==> config.mk <==
export PLATFORM = sky130hd
export DESIGN_NAME = uart_image_tx_sequencer
export DESIGN_NICKNAME = d
export VERILOG_FILES = /design/src/rtl/uart_image_tx_sequencer_pkg.sv /design/src/rtl/uart_image_tx_sequencer.sv
export SDC_FILE = /design/constraint.sdc
export NUM_CORES = 1
export LEC_CHECK = 0
export CORE_MARGIN = 2
export CORE_UTILIZATION = 30
export DETAILED_ROUTE_END_ITERATION = 6
export HOLD_SLACK_MARGIN = 0.12
export PLACE_DENSITY = 0.55
export RECOVER_POWER = 25
export SLEW_MARGIN = 40
export SYNTH_ARGS = -nofsm -noshare
export SYNTH_HDL_FRONTEND = slang
export SYNTH_SLANG_ARGS = --single-unit
export TNS_END_PERCENT = 20
==> constraint.sdc <==
create_clock -name clk -period 6.1 [get_ports clk]
set_input_delay 1.22 -clock clk [delete_from_list [all_inputs] [get_ports clk]]
set_output_delay 1.22 -clock clk [all_outputs]
set_load 0.1 [all_outputs]
==> src/rtl/uart_image_tx_sequencer_pkg.sv <==
// Shared types and constants for the image-frame UART sequencer.
// Frame layout: sync bytes, 16-bit width/height, pixels, 8-bit checksum.
package uart_img_pkg;

  typedef enum logic [2:0] {
    IDLE      = 3'd0,
    FETCH     = 3'd1,
    ISSUE     = 3'd2,
    WAIT_ACK  = 3'd3,
    WAIT_DONE = 3'd4
  } state_e;

  localparam logic [7:0] SYNC0     = 8'hAA;
  localparam logic [7:0] SYNC1     = 8'h55;
  localparam int         HDR_BYTES = 6;

endpackage

==> src/rtl/uart_image_tx_sequencer.sv <==
// Streams one frame (header, pixels from a sync-read RAM, checksum) to a UART byte
// transmitter, one byte per start/busy transaction.
module uart_image_tx_sequencer
  import uart_img_pkg::*;
#(
  parameter int ADDR_W      = 16,
  parameter int IMG_W       = 64,
  parameter int IMG_H       = 64,
  parameter int NUM_PIX     = 4096,
  parameter int ACK_TIMEOUT = 16
) (
  input  logic              clk,
  input  logic              reset,
  input  logic              start,
  input  logic              abort,
  output logic [ADDR_W-1:0] mem_addr,
  input  logic [7:0]        mem_rdata,
  output logic              tx_start,
  output logic [7:0]        tx_data,
  input  logic              tx_busy,
  output logic              busy,
  output logic              done,
  output logic              err,
  output logic [7:0]        checksum,
  output state_e            dbg_state
);

  // Handshake: tx_start is a one-cycle request with tx_data held stable; the
  // transmitter accepts by raising tx_busy the next cycle and finishes by dropping it.
  localparam int BIDX_W = ADDR_W + 2;
  localparam int PIX_W  = ADDR_W + 1;
  localparam int TO_W   = $clog2(ACK_TIMEOUT + 1);

  localparam logic [BIDX_W-1:0] PIX_FIRST = BIDX_W'(HDR_BYTES);
  localparam logic [BIDX_W-1:0] LAST_IDX  = BIDX_W'(NUM_PIX + HDR_BYTES);
  localparam logic [TO_W-1:0]   TO_LAST   = TO_W'(ACK_TIMEOUT - 1);
  localparam logic [15:0]       IMG_W16   = 16'(IMG_W);
  localparam logic [15:0]       IMG_H16   = 16'(IMG_H);

  state_e              state_q, state_d;
  logic [BIDX_W-1:0]   byte_idx_q, byte_idx_d;
  logic [PIX_W-1:0]    pix_idx_q, pix_idx_d;
  logic [TO_W-1:0]     to_q, to_d;
  logic                abort_q, abort_d;
  logic                fetch_ph_q, fetch_ph_d;
  logic [ADDR_W-1:0]   mem_addr_q, mem_addr_d;
  logic [7:0]          tx_data_q, tx_data_d;
  logic [7:0]          csum_q, csum_d;
  logic [BIDX_W-1:0]   nxt_idx;
  logic [7:0]          hdr_byte;

  always_comb begin
    nxt_idx = byte_idx_q + BIDX_W'(1);
    case (nxt_idx[2:0])
      3'd1:    hdr_byte = SYNC1;
      3'd2:    hdr_byte = IMG_W16[15:8];
      3'd3:    hdr_byte = IMG_W16[7:0];
      3'd4:    hdr_byte = IMG_H16[15:8];
      3'd5:    hdr_byte = IMG_H16[7:0];
      default: hdr_byte = SYNC0;
    endcase
  end

  always_comb begin
    state_d    = state_q;
    byte_idx_d = byte_idx_q;
    pix_idx_d  = pix_idx_q;
    to_d       = to_q;
    abort_d    = abort_q;
    fetch_ph_d = fetch_ph_q;
    mem_addr_d = mem_addr_q;
    tx_data_d  = tx_data_q;
    csum_d     = csum_q;
    tx_start   = 1'b0;
    done       = 1'b0;
    err        = 1'b0;

    if (state_q != IDLE && abort) abort_d = 1'b1;

    case (state_q)
      IDLE: begin
        if (start && !abort) begin
          state_d    = ISSUE;
          byte_idx_d = '0;
          pix_idx_d  = '0;
          csum_d     = '0;
          tx_data_d  = SYNC0;
          abort_d    = 1'b0;
        end
      end
      FETCH: begin
        // Phase 0 presents the address; phase 1 sees the RAM data.
        if (!fetch_ph_q) begin
          fetch_ph_d = 1'b1;
        end else begin
          fetch_ph_d = 1'b0;
          tx_data_d  = mem_rdata;
          csum_d     = csum_q + mem_rdata;
          pix_idx_d  = pix_idx_q + PIX_W'(1);
          state_d    = ISSUE;
        end
      end
      ISSUE: begin
        tx_start = 1'b1;
        to_d     = '0;
        state_d  = WAIT_ACK;
      end
      WAIT_ACK: begin
        if (tx_busy) begin
          state_d = WAIT_DONE;
        end else if (to_q == TO_LAST) begin
          err     = 1'b1;
          abort_d = 1'b0;
          state_d = IDLE;
        end else begin
          to_d = to_q + TO_W'(1);
        end
      end
      WAIT_DONE: begin
        if (!tx_busy) begin
          if (byte_idx_q == LAST_IDX) begin
            done    = 1'b1;
            abort_d = 1'b0;
            state_d = IDLE;
          end else if (abort_q) begin
            abort_d = 1'b0;
            state_d = IDLE;
          end else begin
            byte_idx_d = nxt_idx;
            if (nxt_idx >= PIX_FIRST && nxt_idx < LAST_IDX) begin
              mem_addr_d = ADDR_W'(pix_idx_q);
              state_d    = FETCH;
            end else begin
              tx_data_d = (nxt_idx == LAST_IDX) ? csum_q : hdr_byte;
              state_d   = ISSUE;
            end
          end
        end
      end
      default: state_d = IDLE;
    endcase
  end

  always_ff @(posedge clk) begin
    if (reset) begin
      state_q    <= IDLE;
      byte_idx_q <= '0;
      pix_idx_q  <= '0;
      to_q       <= '0;
      abort_q    <= 1'b0;
      fetch_ph_q <= 1'b0;
      mem_addr_q <= '0;
      tx_data_q  <= '0;
      csum_q     <= '0;
    end else begin
      state_q    <= state_d;
      byte_idx_q <= byte_idx_d;
      pix_idx_q  <= pix_idx_d;
      to_q       <= to_d;
      abort_q    <= abort_d;
      fetch_ph_q <= fetch_ph_d;
      mem_addr_q <= mem_addr_d;
      tx_data_q  <= tx_data_d;
      csum_q     <= csum_d;
    end
  end

  assign mem_addr  = mem_addr_q;
  assign tx_data   = tx_data_q;
  assign checksum  = csum_q;
  assign busy      = (state_q != IDLE);
  assign dbg_state = state_q;

endmodule

==> impl_metrics.csv, run 1 <==
group,metric,value,unit
run_status,outcome,"finished with violations",
run_status,violations,"max-capacitance violations, max-slew violations",
clocking,clock_latency,350,ps
yosys,synth_cell_types,62,
clocking,htreeDepth,3,
clocking,cts_setup_buffers,0,
worst_setup_path,cpLargestDelayFamily,"buffers and inverters",
power,p_per_area,244,mW/mm^2
worst_setup_path,path_class,"primary input to output port",
floorplanning,die_w,126,um
route,num_vias,4113,
yosys,netlist_instances,558,
timing,timing.final.crit_share,62.3,%
floorplanning,num_rows,44,
finish,fillCellCount,1523,
finish,areaGrowthSynthToFinish,15.8,%
worst_setup_path,critPathCaptureType,"output port",
yosys,async_flop_share,0,%
clocking,cts_buffers,9,
clocking,clock_sinks,76,
route,drtPass1Iterations,4,
hold_path,hold_path_class,"flip-flop to flip-flop",
route,routed_wl,11900,um
power,power,1250,uW
power,ir_drop,154,uV
grt,track_usage,15.4,%
timing,rsz0062_at_grt,"false",
timing,min_period,3800,ps
grt,grt_pass1_vias,3921,
clocking,postCtsHoldBufs,0,
route,wl_per_cell,15.2,um
timing,setup_viol,0,
grt,grt_max_degree,51,
timing,finalHoldViolations,0,
hold_path,holdCritStartpoint,"mem_addr[15]",
timing,slew_violations,37,
worst_setup_path,crit_path_top_delay_cell,"clkdlybuf4s50_1",
worst_setup_path,cpPeakStageDelay,490,ps
route,via_per_inst,5.28,
yosys,ys_warn_count,0,
yosys,avgSynthCellArea,7.96,sq um
place,numPortBuffers,51,
yosys,yosysSeqAreaShare,34.3,%
worst_setup_path,crit_chain,"clkdlybuf4s50_1, nand2b_1, nor2_1, buf_2",
clocking,cts_max_path_buffers,2,
timing,tns,0,ps
worst_setup_path,reg2reg_from,"byte_idx_q[0]",
worst_setup_path,worst_r2r_path_depth,8,
route,drc,0,
worst_setup_path,worst-path-buf-inv,2,
yosys,synth-edff-count,0,
worst_setup_path,critPathRequiredTime,4880,ps
yosys,synth-seq-cells,76,
yosys,syn_area,0.00444,sq mm
timing,fmax,0.263,GHz
route,ant_nets,0,
clocking,cts-root-buf,"clkbuf_16",
clocking,clk_pin_slew,60,ps
place,dpl.hpwl,8490,um
floorplanning,die_area,0.0158,sq mm
timing,max_slew_margin,-17.1,%
grt,grt_first_pass_wirelength,20000,um
timing,fin_skew,9.13,ps
worst_setup_path,critPathLaunch,"tx_busy",
power,leakage,0.00185,uW
finish,drive_above_1_share,8.24,%
worst_setup_path,cp-start-kind,"primary input",
finish,layout.nets,619,
yosys,syn-num-nets,587,
worst_setup_path,crit_fanout,6,
timing,worst_slew_pin_slew,1760,ps
floorplanning,core,0.0145,sq mm
grt,antenna_found_initial,0,
yosys,synth_flop_cell,"dfxtp_1",
clocking,post_cts_resized,0,
floorplanning,fp.dieH,126,um
finish,insertedDiodeCount,0,
clocking,cts_tree,"done",
flow_run,drv_cap,1,
grt,overflow,0,
floorplanning,num_io_pins,52,
worst_setup_path,arrival,2580,ps
floorplanning,start_util,30.7,%
hold_path,min_delay_path_depth,2,
route,drt_iter0_markers,289,
worst_setup_path,cp_num_cells,4,
place,place_congestion,0.912,
-- report_power, final --
part | total [uW] | switching (uW) | leakage [uW] | internal, uW
sequential | 523 | 15.0 | 0.000614 | 508
combinational | 214 | 166 | 0.00110 | 47.8
clock | 517 | 228 | 0.000139 | 289
-- through the flow --
step | area, sq um | cells | worst slack [ps] | hold WS (ps) | utilization [%]
3_3_place_gp | 5050 | 762 | 1620 | 441 | 34.9
2_1_floorplan | 4440 | 558 | 1110 | 450 | -
6_report | 5140 | 779 | 2300 | 458 | 35.5
4_1_cts | 5170 | 779 | 2320 | 455 | 35.7
3_5_place_dp | 4880 | 763 | 2340 | 447 | 33.7
5_1_grt | 5140 | 779 | 1980 | 474 | 35.5
-- layout by cell type (no fill, tap or decap), types with 9 or more instances in the layout --
cell type        Yosys  layout
a21oi_1             45      44
o21ai_0             20      20
xnor2_1             15      15
nand2_1             71      71
mux2i_1             22      22
and3_1              11      11
clkbuf_16            0       9
ha_1                15      15
dfxtp_1             76      76
clkbuf_1            22      27
buf_2                6      13
a22oi_1             12      12
xor2_1              12      12
nor2_1              57      55
nand3_1             21      21
nand4_1             11      11
nor3_1              21      21
a21o_1              11      11
clkdlybuf4s50_1      0      11
inv_1               13      13
-- sequential cells by signal, indices dropped and copies added (netlist names) --
| signal | cells |
|---|---|
| byte_idx_q | 18 |
| mem_addr | 16 |
| pix_idx_q | 16 |
| checksum | 8 |
| tx_data | 8 |
| to_q | 5 |
| dbg_state | 3 |
| abort_q | 1 |
| fetch_ph_q | 1 |
-- tightest hold or removal path: stages, from the launching register on --
cell	delay, ps
dfxtp_1	310
nand2_1	50
mux2i_1	50
-- path summary, 6_finish.rpt --
kind | end | slack, ps
worst max-delay path | done | 2300
worst min-delay path | mem_addr[15] | 460
worst max register to register | mem_addr[10] | 2520
worst min register to register | mem_addr[15] | 460
-- layout make-up --
type | instances | area [sq um] | share of cell area, %
clock buffer | 10 | 239 | 4.65
clock inverter | 6 | 47.5 | 0.925
inverter | 13 | 48.8 | 0.949
multi-input combinational | 435 | 2750 | 53.4
sequential | 76 | 1520 | 29.6
tap | 184 | 230 | 4.48
timing repair buffer | 55 | 309 | 6.01
-- Yosys cell counts (all sizes together) (13+ instances only) --
master / instances / area share (%)
a21oi: 45 / 5.1
ha: 15 / 4.2
nand3: 22 / 2.6
nor3: 22 / 2.7
o21ai: 24 / 2.7
clkbuf: 23 / 2.0
xnor2: 15 / 3.0
mux2i: 22 / 5.0
nand4: 14 / 2.6
nand2: 71 / 6.0
nor2: 57 / 4.8
dfxtp: 76 / 34
inv: 13 / 1.1
-- routing by layer --
| layer | global-route usage (%) | vias to the layer above | share of wire [%] |
|---|---|---|---|
| li1 | - | 2083 | - |
| met1 | 20.7 | 1942 | 48 |
| met2 | 24.1 | 78 | 46 |
| met3 | 2.93 | 10 | 4.4 |
| met4 | 7.06 | 0 | 1.4 |
| met5 | 0 | - | 0 |
-- cell families (layout without fill, tap and decap cells) --
group,count (synthesis),in the layout,share of synthesized area [%]
adder cells (fa/ha/maj),16,16,4.68
flip-flops,76,76,34.3
multiplexers,22,22,4.96
AND/OR/NAND/NOR,239,239,27.2
AO/OA/AOI/OAI,131,131,19.0
XOR/XNOR,27,27,5.33
buffers and inverters,47,84,4.51
No activity file was read; power rests on OpenSTA's default activity.
==> run 2: changes to the inputs <==
- clock period: 6.1 -> 3.55 ns (I/O delays scaled with it)
==> run 2 against run 1 <==
Clock power grew 80%. The run still ends with max-capacitance violations, max-slew violations left. Non-clock buffer count grew 7. Flip-flop and latch count is the same. Global-route usage shrank 0.45 points. Via count grew 0.32%.
==> impl_metrics.csv, run 2 (synthesis gave the netlist of run 1 again) <==
group,metric,value,unit
run_status,outcome,"finished with violations",
run_status,violations,"max-capacitance violations, max-slew violations",
timing,fin_skew,8.67,ps
place,dpl.hpwl,8560,um
timing,fmax,0.308,GHz
grt,grt_pass1_vias,3904,
route,ant_nets,0,
floorplanning,die_area,0.0158,sq mm
clocking,cts_setup_buffers,0,
timing,max_slew_margin,-16.3,%
timing,setup_viol,0,
route,wl_per_cell,14.9,um
clocking,post_cts_resized,0,
power,ir_drop,202,uV
worst_setup_path,critPathRequiredTime,3760,ps
grt,grt_first_pass_wirelength,19600,um
finish,layout.nets,626,
hold_path,hold_path_class,"flip-flop to flip-flop",
place,numPortBuffers,51,
clocking,clock_sinks,76,
finish,mostFrequentLayoutCells,"dfxtp_1 (76), nand2_1 (71), nor2_1 (57)",
worst_setup_path,critPathLaunch,"byte_idx_q[0]",
clocking,clock_latency,330,ps
worst_setup_path,cp-start-kind,"flip-flop",
worst_setup_path,path_class,"flip-flop to flip-flop",
floorplanning,core,0.0145,sq mm
finish,fin_cells,786,
power,p_per_area,422,mW/mm^2
worst_setup_path,reg2reg_from,"byte_idx_q[0]",
finish,fillCellCount,1532,
clocking,cts_buffers,9,
timing,fin_ws,301,ps
clocking,htreeDepth,3,
grt,track_usage,15.0,%
grt,grt_max_degree,36,
worst_setup_path,crit_chain,"ha_1, nand3_2, nor4_1, mux2i_1, nand4_2, or4_1, a32oi_1, a21oi_1",
worst_setup_path,worst_r2r_path_depth,8,
timing,finalHoldViolations,0,
floorplanning,start_util,30.7,%
clocking,cts_max_path_buffers,2,
worst_setup_path,r2r_end,"tx_data[6]",
timing,worst_slew_pin_slew,1740,ps
finish,final_common_cell,"dfxtp_1",
route,drc,0,
worst_setup_path,worst-path-buf-inv,0,
clocking,cts_tree,"done",
worst_setup_path,arrival,3460,ps
place,pre_cts_ws,364,ps
hold_path,min_to,"mem_addr[9]",
floorplanning,num_io_pins,52,
floorplanning,die_w,126,um
timing,tns,0,ps
flow_run,drv_cap,1,
worst_setup_path,cpLargestDelayFamily,"simple AND/OR/NAND/NOR gates",
route,routed_wl,11700,um
route,via_per_inst,5.25,
place,dp_cells,770,
worst_setup_path,crit_path_top_delay_cell,"nor4_1",
worst_setup_path,rrSetupSlack,300,ps
finish,largest_reg_flops,18,
clocking,postCtsHoldBufs,0,
floorplanning,fp.dieH,126,um
timing,rsz0062_at_grt,"false",
worst_setup_path,cpPeakStageDelay,650,ps
floorplanning,num_rows,44,
grt,overflow,0,
worst_setup_path,critPathCaptureType,"flip-flop",
finish,drive_above_1_share,8.97,%
clocking,clk_pin_slew,60,ps
finish,regMostFlops,"byte_idx_q",
finish,areaGrowthSynthToFinish,17.8,%
worst_setup_path,crit_fanout,11,
route,drtPass1Iterations,4,
route,num_vias,4126,
timing,slew_violations,36,
finish,insertedDiodeCount,0,
hold_path,min_delay_path_depth,2,
place,place_congestion,0.834,
route,drt_iter0_markers,342,
timing,timing.final.crit_share,91.5,%
timing,min_period,3250,ps
power,leakage,0.00189,uW
grt,antenna_found_initial,0,
hold_path,holdCritStartpoint,"mem_addr[9]",
clocking,cts-root-buf,"clkbuf_16",
## run 2: worst max path at each step
stage	end	slack [ps]	cells past startpoint
2_1_floorplan	done	-50	3
3_3_place_gp	checksum[7]	490	9
3_5_place_dp	tx_data[4]	360	8
4_1_cts	tx_data[4]	350	8
5_1_grt	tx_data[2]	180	8
6_report	tx_data[6]	300	8
## run 2: worst reg2reg max path: stages (launching register included)
cell and delay (ps):
dfxtp_1 520, ha_1 240, nand3_2 180, nor4_1 650, mux2i_1 290, nand4_2 330, or4_1 610, a32oi_1 230
a21oi_1 90
## run 2: stage by stage
step / hold slack [ps] / power [uW] / cell area, sq um / utilization (%)
after floorplan: 450 / 1200 / 4450 / -
after global placement: 443 / 1300 / 5110 / 35.3
after detailed placement: 446 / 1300 / 4970 / 34.3
after CTS: 458 / 2230 / 5270 / 36.4
after global routing: 482 / 2290 / 5230 / 36.1
final: 457 / 2210 / 5230 / 36.1
## run 2: cell type report
cell class / instances / area [sq um] / share of cell area [%]
clock buffer: 10 / 229 / 4.38
clock inverter: 6 / 72.6 / 1.39
tap: 184 / 230 / 4.40
sequential: 76 / 1520 / 29.1
timing repair buffer: 62 / 392 / 7.49
multi-input combinational: 435 / 2740 / 52.3
inverter: 13 / 48.8 / 0.933
## run 2: power breakdown
group | total, uW | internal (uW) | switching, uW
Clock | 933 | 551 | 382
Sequential | 899 | 873 | 26.4
Combinational | 374 | 88.1 | 286
Total | 2210 | 1510 | 694
## run 2: metal layers
| metal | track usage, % | vias up | wire length, um |
|---|---|---|---|
| met5 | 0 | - | 0 |
| met4 | 4.25 | 0 | 107 |
| met3 | 2.85 | 5 | 560 |
| met2 | 24.4 | 80 | 5360 |
| met1 | 20.3 | 1945 | 5710 |
| li1 | - | 2096 | - |
==> run 3: changes to the inputs <==
- ABC_CLOCK_PERIOD_IN_PS: unset -> 2810
- CTS_BUF_LIST: unset -> sky130_fd_sc_hd__clkbuf_16
- PLACE_DENSITY: 0.55 -> 0.57
- clock period: 3.55 -> 2.81 ns (I/O delays scaled with it)
==> run 3 against run 2 <==
The flow now finishes without violations. Clock skew is 4.0 ps lower. Critical path type unchanged. Clock-buffer cell count is 1 lower. Design area is 5.4% higher.
==> impl_metrics.csv, run 3 (synthesis gave the netlist of run 1 again) <==
group,metric,value,unit
power,switching_share,33.6,%
worst_setup_path,worst_r2r_path_depth,8,
route,drc,0,
grt,grt_util_met3,3.87,%
power,p_comb_share,17.5,%
worst_setup_path,reg2reg_from,"byte_idx_q[9]",
timing,fin_skew,4.70,ps
worst_setup_path,rrSetupSlack,140,ps
route,drt_iter0_markers,277,
hold_path,min_delay_path_depth,2,
route,num_vias,4253,
worst_setup_path,crit_fanout,11,
power,clockPowerShare,41.7,%
grt,grt_pass1_vias,3930,
hold_path,min_to,"mem_addr[10]",
grt,use_met1,20.3,%
floorplanning,num_rows,44,
floorplanning,die_w,126,um
place,placed_cell_area,0.00525,sq mm
finish,final_common_cell,"nand2_1",
run_status,outcome,"finished, final reports clean",
floorplanning,core,0.0145,sq mm
finish,fillCellCount,1493,
finish,areaGrowthSynthToFinish,24.1,%
place,place_congestion,0.823,
finish,mostFrequentLayoutCells,"nand2_1 (71), dfxtp_1 (70), nor2_1 (56)",
finish,fin_cells,810,
finish,layout.nets,650,
timing,fmax,0.374,GHz
floorplanning,fp.dieH,126,um
floorplanning,num_io_pins,52,
route,via_per_inst,5.25,
route,routed_wl,12100,um
hold_path,hold_path_class,"flip-flop to flip-flop",
grt,grt_max_degree,36,
timing,fin_ws,138,ps
finish,drive_above_1_share,14.7,%
place,pre_cts_ws,-57.6,ps
grt,antenna_found_initial,0,
floorplanning,start_util,30.7,%
grt,track_usage,15.2,%
route,wl_per_cell,14.9,um
power,p_int,1850,uW
power,ir_drop,334,uV
clocking,cts_max_path_buffers,2,
timing,finalHoldViolations,0,
clocking,cts-root-buf,"clkbuf_16",
timing,worst_slew_pin_slew,1180,ps
clocking,clock_sinks,76,
clocking,clock_latency,350,ps
power,p_sw,936,uW
power,seq_power_share,40.9,%
power,p_per_area,505,mW/mm^2
grt,grt_first_pass_wirelength,19700,um
clocking,cts_tree,"done",
worst_setup_path,critPathRequiredTime,3040,ps
route,drtPass1Iterations,5,
power,leakage,0.00204,uW
place,dpl.hpwl,8780,um
floorplanning,die_area,0.0158,sq mm
timing,timing.final.crit_share,95.1,%
clocking,clk_pin_slew,70,ps
timing,max_slew_margin,21.6,%
finish,insertedDiodeCount,0,
timing,slew_violations,0,
grt,grt_busiest_layer,"met2",
clocking,postCtsHoldBufs,0,
worst_setup_path,cp-start-kind,"flip-flop",
route,ant_nets,0,
power,power,2780,uW
timing,setup_viol,0,
worst_setup_path,arrival,2900,ps
worst_setup_path,critPathCaptureType,"flip-flop",
flow_run,drv_cap,0,
worst_setup_path,r2r_end,"tx_data[6]",
finish,largest_reg_flops,18,
clocking,cts_buffers,9,
clocking,htreeDepth,3,
timing,min_period,2670,ps
finish,regMostFlops,"byte_idx_q",
finish,fin_area,0.00551,sq mm
place,numPortBuffers,51,
hold_path,holdCritStartpoint,"mem_addr[10]",
grt,grt_util_met2,23.9,%
place,dp_cells,794,
grt,overflow,0,
worst_setup_path,path_class,"flip-flop to flip-flop",
[run 3: metrics by stage]
step | utilization, % | hold slack, ps | setup TNS [ps]
final | 38.1 | 461 | 0
after floorplan | - | 450 | -36.2
after CTS | 38.3 | 465 | 0
after detailed placement | 36.3 | 450 | -57.6
after global placement | 36.3 | 444 | -6.63
after global routing | 38.1 | 483 | -8.16
[run 3: power groups by stage]
stage	sequential, uW	clock (uW)	combinational (uW)
floorplan	1290	0	227
global placement	1160	0	494
detailed placement	1160	0	500
CTS	1140	1180	501
global route	1140	1230	515
finish	1140	1160	486
[run 3: metal layers]
metal	routed length (um)	part of all wire [%]	vias up
met5	0	0	-
met4	143	1.2	0
met3	574	4.8	11
met2	5570	46	79
met1	5770	48	2019
li1	-	-	2144
[run 3: critical path: stages (launching register included)]
cell and delay (ps):
dfxtp_1 540, nand4_1 260, nor4_2 280, buf_4 170, mux2i_1 210, nand4_2 220
or4_1 550, a32oi_1 220, a21oi_1 100
[run 3: repair_timing]
action	CTS	global route
resized for setup	0	18
setup endpoints to repair	0	25
endpoints found under the hold margin	0	0
setup buffers	0	0
[run 3: layout make-up]
cell class / instances / area (sq um) / area share (%)
timing repair buffer: 86 / 607 / 11.0
tap: 184 / 230 / 4.18
inverter: 13 / 48.8 / 0.885
sequential: 76 / 1530 / 27.7
clock buffer: 9 / 225 / 4.09
clock inverter: 7 / 67.6 / 1.23
multi-input combinational: 435 / 2810 / 50.9
[run 3: worst max-delay path by stage]
| stage | end | startpoint | depth (start not counted) |
|---|---|---|---|
| finish | tx_data[6] | byte_idx_q[9] | 8 |
| global route | tx_data[6] | byte_idx_q[9] | 7 |
| CTS | tx_data[6] | byte_idx_q[0] | 8 |
| detailed placement | checksum[7] | mem_rdata[1] | 9 |
| global placement | checksum[7] | mem_rdata[1] | 9 |
| floorplan | tx_data[6] | byte_idx_q[1] | 9 |
